==> src/rtl/dsp_shot_sequencer.sv <==
// Shot sequencer between the DSP register bank and the DSP core.
// Runs a burst of shots at a fixed period, collects per-channel done, and flags overruns.
module dsp_shot_sequencer #(
  parameter int NSHOTWIDTH  = 16,
  parameter int PERIODWIDTH = 24,
  parameter int NCH         = 4
) (
  input  logic                   clk,
  input  logic                   aresetn,
  input  logic                   stb_start,
  input  logic                   stb_abort,
  input  logic [NSHOTWIDTH-1:0]  nshot,
  input  logic [PERIODWIDTH-1:0] period,
  input  logic                   resetacc,
  input  logic [NCH-1:0]         chan_mask,
  input  logic [NCH-1:0]         chan_done,
  output logic                   shot_stb,
  output logic                   acc_reset,
  output logic                   busy,
  output logic [NSHOTWIDTH-1:0]  shotcnt,
  output logic                   lastshotdone,
  output logic                   overrun
);

  typedef enum logic [1:0] {S_IDLE, S_ACCRST, S_SHOT, S_WAIT} state_t;

  state_t                  state_q;
  logic [NSHOTWIDTH-1:0]   nshot_q;
  logic [NSHOTWIDTH-1:0]   shotcnt_q;
  logic [NSHOTWIDTH-1:0]   shotcnt_d;
  logic [PERIODWIDTH-1:0]  period_q;
  logic [PERIODWIDTH-1:0]  cnt_q;
  logic [PERIODWIDTH-1:0]  cnt_ld_d;
  logic [NCH-1:0]          mask_q;
  logic [NCH-1:0]          collect_q;
  logic [NCH-1:0]          mask_hit;
  logic                    counted_q;
  logic                    lastdone_q;
  logic                    overrun_q;
  logic                    complete;
  logic                    first_complete;

  assign mask_hit       = chan_done & mask_q;
  assign complete       = ((collect_q | mask_hit) == mask_q);
  assign first_complete = complete && !counted_q;
  assign shotcnt_d      = shotcnt_q + {{(NSHOTWIDTH-1){1'b0}}, first_complete};
  // Periods below 2 are clamped so a shot always spans SHOT plus at least one WAIT cycle.
  assign cnt_ld_d       = (period_q < PERIODWIDTH'(2)) ? '0 : period_q - PERIODWIDTH'(2);

  always_ff @(posedge clk or negedge aresetn) begin
    if (!aresetn) begin
      state_q    <= S_IDLE;
      nshot_q    <= '0;
      shotcnt_q  <= '0;
      period_q   <= '0;
      cnt_q      <= '0;
      mask_q     <= '0;
      collect_q  <= '0;
      counted_q  <= 1'b0;
      lastdone_q <= 1'b0;
      overrun_q  <= 1'b0;
    end else if (stb_abort && state_q != S_IDLE) begin
      state_q <= S_IDLE;
    end else begin
      case (state_q)
        S_IDLE: begin
          if (stb_start && !stb_abort) begin
            nshot_q   <= nshot;
            period_q  <= period;
            mask_q    <= chan_mask;
            shotcnt_q <= '0;
            overrun_q <= 1'b0;
            if (nshot == '0) begin
              lastdone_q <= 1'b1;
            end else begin
              lastdone_q <= 1'b0;
              state_q    <= resetacc ? S_ACCRST : S_SHOT;
            end
          end
        end
        S_ACCRST: state_q <= S_SHOT;
        S_SHOT: begin
          cnt_q     <= cnt_ld_d;
          collect_q <= mask_hit;
          counted_q <= 1'b0;
          state_q   <= S_WAIT;
        end
        S_WAIT: begin
          collect_q <= collect_q | mask_hit;
          if (cnt_q != '0) cnt_q <= cnt_q - PERIODWIDTH'(1);
          if (first_complete) begin
            shotcnt_q <= shotcnt_d;
            counted_q <= 1'b1;
          end
          // Completion and period expiry must both hold before the next shot or the end of run.
          if (cnt_q == '0) begin
            if (!complete) begin
              overrun_q <= 1'b1;
            end else if (shotcnt_d == nshot_q) begin
              lastdone_q <= 1'b1;
              state_q    <= S_IDLE;
            end else begin
              state_q <= S_SHOT;
            end
          end
        end
        default: state_q <= S_IDLE;
      endcase
    end
  end

  assign shot_stb     = (state_q == S_SHOT);
  assign acc_reset    = (state_q == S_ACCRST);
  assign busy         = (state_q != S_IDLE);
  assign shotcnt      = shotcnt_q;
  assign lastshotdone = lastdone_q;
  assign overrun      = overrun_q;

endmodule

==> config.mk <==
export PLATFORM = sky130hd
export DESIGN_NAME = dsp_shot_sequencer
export DESIGN_NICKNAME = d
export VERILOG_FILES = /design/src/rtl/dsp_shot_sequencer.sv
export SDC_FILE = /design/constraint.sdc
export NUM_CORES = 1
export LEC_CHECK = 0
export BUFFER_PORTS_ARGS = -buffer_cell sky130_fd_sc_hd__buf_2
export CAP_MARGIN = 10
export CORE_ASPECT_RATIO = 0.5
export CORE_MARGIN = 5
export CORE_UTILIZATION = 45
export CTS_CLUSTER_DIAMETER = 100
export CTS_CLUSTER_SIZE = 40
export DETAILED_ROUTE_END_ITERATION = 12
export SETUP_SLACK_MARGIN = 0.1
export SKIP_LAST_GASP = 1
export SLEW_MARGIN = 10
export SYNTH_ARGS = -nofsm -noshare
export SYNTH_HDL_FRONTEND = slang
export SYNTH_SLANG_ARGS = --single-unit
export TNS_END_PERCENT = 10
==> constraint.sdc <==
create_clock -name clk -period 5.65 [get_ports clk]
set_input_delay 0 -clock clk [delete_from_list [all_inputs] [get_ports clk]]
set_output_delay 0 -clock clk [all_outputs]
set_load 0.02 [all_outputs]
==> impl_metrics.py <==
metrics = {
    "outcome": {
        "outcome": "finished, final reports clean",
    },
    "sta": {
        "finalClockSkew_ns": 0.005952,
        "setup_viol_count_final": 0,
        "rsz0062_at_grt": "false",
        "fin_setup_tns_ns": 0,
        "max_freq_mhz": 271.1,
        "hold_viol": 0,
        "tightest_slew_ns": 1.154,
        "period_minus_slack_ns": 3.689,
        "whs_ns": 0.01815,
        "slew_headroom": 0.2284,
        "maxSlewViolCount": 0,
        "fin_crit_sh": 0.6529,
    },
    "drt": {
        "drc": 0,
        "drtAntennaViolNets": 0,
        "drt_wl_total_um": 14290,
        "drt_iter0_drc": 394,
        "route.detailed.wl_per_inst_um": 16.54,
        "dr_total_vias": 4874,
        "drt_first_pass_iters": 5,
        "vias_per_cell": 5.641,
    },
    "synth": {
        "yosys_register_bits": 93,
        "synth_edf_count": 0,
        "ys.warnings.count": 0,
        "synthDistinctLibCells": 63,
        "netlist_area_um2": 5624,
        "ys_async_sr_fraction": 1.000,
        "synth_fp_nets": 643,
        "ys_seq_area_frac": 0.4138,
        "avgSynthCellArea_um2": 9.663,
        "synthCells": 582,
        "synth_ff_type": "dfrtp_1",
    },
    "clocking": {
        "worstSkewPairLatency_ns": 0.35,
        "cts_resized": 0,
        "cts_setup_buffers": 0,
        "cts_max_level": 3,
        "clock_sinks": 93,
        "clk_pin_slew_worst_paths_ns": 0.07,
        "clk_path_buf_depth": 2,
        "cts_inserted_buffers": 9,
        "cts_hold_buf": 49,
        "root_buffer": "clkbuf_16",
        "cts_tree": "yes",
    },
    "global_route": {
        "antenna_found_initial": 0,
        "grt_use_total": 0.2001,
        "grt_pass1_wl_um": 24250,
        "first_global_vias": 4767,
        "grt_max_degree": 79,
        "gr-total-overflow": 0,
    },
    "power_and_ir_drop": {
        "power_density_nw_per_um2": 456.9,
        "ir_drop_uv": 207.8,
        "leakagePower_nw": 2.852,
    },
    "flow_run": {
        "drv_cap": 0,
    },
    "critical_path": {
        "slowest_stage": "or4_4",
        "worstPathMaxFanout": 10,
        "start_kind": "register",
        "cp-end-kind": "register",
        "critPathKind": "register to register",
        "path_cells": "nor2b_1 > a2111oi_2 > nand4_1 > inv_1 > ha_1 > nand4_2 > or4_4 > o21a_1 > o21ai_1 > a21oi_1 > nand4b_1 > a41o_1",
        "cp.arrival_ns": 3.92,
        "cpPeakStageDelay_ns": 0.49,
        "critPathRequiredTime_ns": 5.88,
    },
    "final_layout": {
        "drive_gt1_frac": 0.2275,
        "synthToLayoutAreaGrowth_pct": 22.83,
        "final_common_cell": "dfrtp_1",
        "most-common-layout-cells": "93 x dfrtp_1, 72 x buf_2, 57 x nand2_1",
        "nets": 755,
        "n_antenna_cell": 0,
    },
    "placed_design": {
        "routabilityCongestion": 0.9154,
        "dp_hpwl_um": 10240,
        "io_buffers": 73,
    },
    "die": {
        "initial_core_util": 0.4680,
        "die_w_um": 168.1,
        "fp.dieArea_um2": 14970,
        "row_count": 28,
        "core_area_um2": 12020,
        "die_h_um": 89.05,
        "io_pins": 74,
    },
    "min_path": {
        "min_path_type": "input port to register",
    },
}
-- cell type report --
class                           count  area (µm²)
Clock buffer                       11       232.7
Tap cell                          165       206.4
Inverter                           15       56.30
Multi-Input combinational cell    447        3122
Clock inverter                      5       60.06
Sequential cell                    93        2327
Fill cell                        1053        5109
Timing Repair Buffer              128       903.4
-- through the flow --
step	power, W	area (µm²)	util	worst slack (ns)	cells
2_1_floorplan	0.002193	5624	-	2.494	582
3_3_place_gp	0.002508	6125	0.5097	2.083	799
3_5_place_dp	0.002534	6125	0.5097	2.000	799
4_1_cts	0.003177	6908	0.5749	1.979	864
5_1_grt	0.003401	6908	0.5749	1.646	864
6_report	0.003156	6908	0.5749	1.961	864
-- Yosys cell counts (6+ instances only) --
| master | instances | area, µm² |
|---|---|---|
| mux2_2 | 46 | 518.0 |
| xnor2_1 | 21 | 183.9 |
| o31ai_1 | 11 | 82.58 |
| clkbuf_1 | 16 | 60.06 |
| inv_1 | 15 | 56.30 |
| nor3_1 | 22 | 110.1 |
| mux2i_1 | 10 | 100.1 |
| buf_2 | 8 | 40.04 |
| o211ai_1 | 6 | 45.04 |
| nor2_1 | 39 | 146.4 |
| xor2_1 | 14 | 122.6 |
| or3_1 | 11 | 68.82 |
| a31oi_1 | 6 | 37.54 |
| a21oi_1 | 25 | 125.1 |
| nand4_1 | 9 | 56.30 |
| o21ai_0 | 36 | 180.2 |
| nor4_1 | 14 | 87.58 |
| nand2_1 | 57 | 214.0 |
| o21a_1 | 6 | 45.04 |
| dfrtp_1 | 93 | 2327 |
| o221ai_1 | 7 | 61.31 |
| ha_1 | 8 | 100.1 |
| nand3_1 | 14 | 70.07 |
-- where the power goes --
group	internal [W]	leakage (nW)	switching [W]
Sequential	0.000940	1.16	0.000303
Clock	0.000345	0.140	0.000263
Combinational	0.000621	1.56	0.000685
-- kinds of logic after synthesis --
| kind of cell | synth area share |
|---|---|
| AND/OR/NAND/NOR | 0.2085 |
| buffers and inverters | 0.03114 |
| adder cells (fa/ha/maj) | 0.01780 |
| multiplexers | 0.1099 |
| flip-flops | 0.4138 |
| AO/OA/AOI/OAI | 0.1644 |
| XOR/XNOR | 0.05451 |
-- worst max-delay path: cells and delay by family, from the launching register on --
family | cells | cell delay (ns)
buffers and inverters | 1 | 0.34
DFF | 1 | 0.39
AOI/OAI and AO/OA | 5 | 1.00
adders and majority gates | 1 | 0.31
and+or+nand+nor | 5 | 1.53
-- path summary, 6_finish.rpt --
kind,end,slack (ns),cells past startpoint,from
setup / recovery,state_q[1]$_DFFE_PN0P_,1.96,12,collect_q[1]$_DFFE_PN0P_
hold / removal,state_q[0]$_DFFE_PN0P_,0.02,3,stb_abort
setup reg to reg,state_q[1]$_DFFE_PN0P_,1.96,12,collect_q[1]$_DFFE_PN0P_
hold reg to reg,collect_q[0]$_DFFE_PN0P_,0.51,1,collect_q[0]$_DFFE_PN0P_
max in group asynchronous,shotcnt[9]$_DFFE_PN0P_,4.35,3,aresetn
min in group asynchronous,period_q[10]$_DFFE_PN0P_,0.05,2,aresetn
-- sequential cells by signal, indices dropped and copies added (netlist names) --
name and count:
shotcnt 16, state_q 2, lastshotdone 1, overrun 1
counted_q 1, period_q 24, collect_q 4, cnt_q 24
nshot_q 16, mask_q 4
-- metal layers --
| layer | vias to the layer above | track usage | routed length, µm |
|---|---|---|---|
| met3 | 16 | 0.04549 | 662 |
| met5 | - | 0 | 0 |
| li1 | 2398 | - | - |
| met2 | 112 | 0.3279 | 6540 |
| met4 | 0 | 0.05302 | 180 |
| met1 | 2348 | 0.2728 | 6906 |
Power figures use the tool's default switching activity.
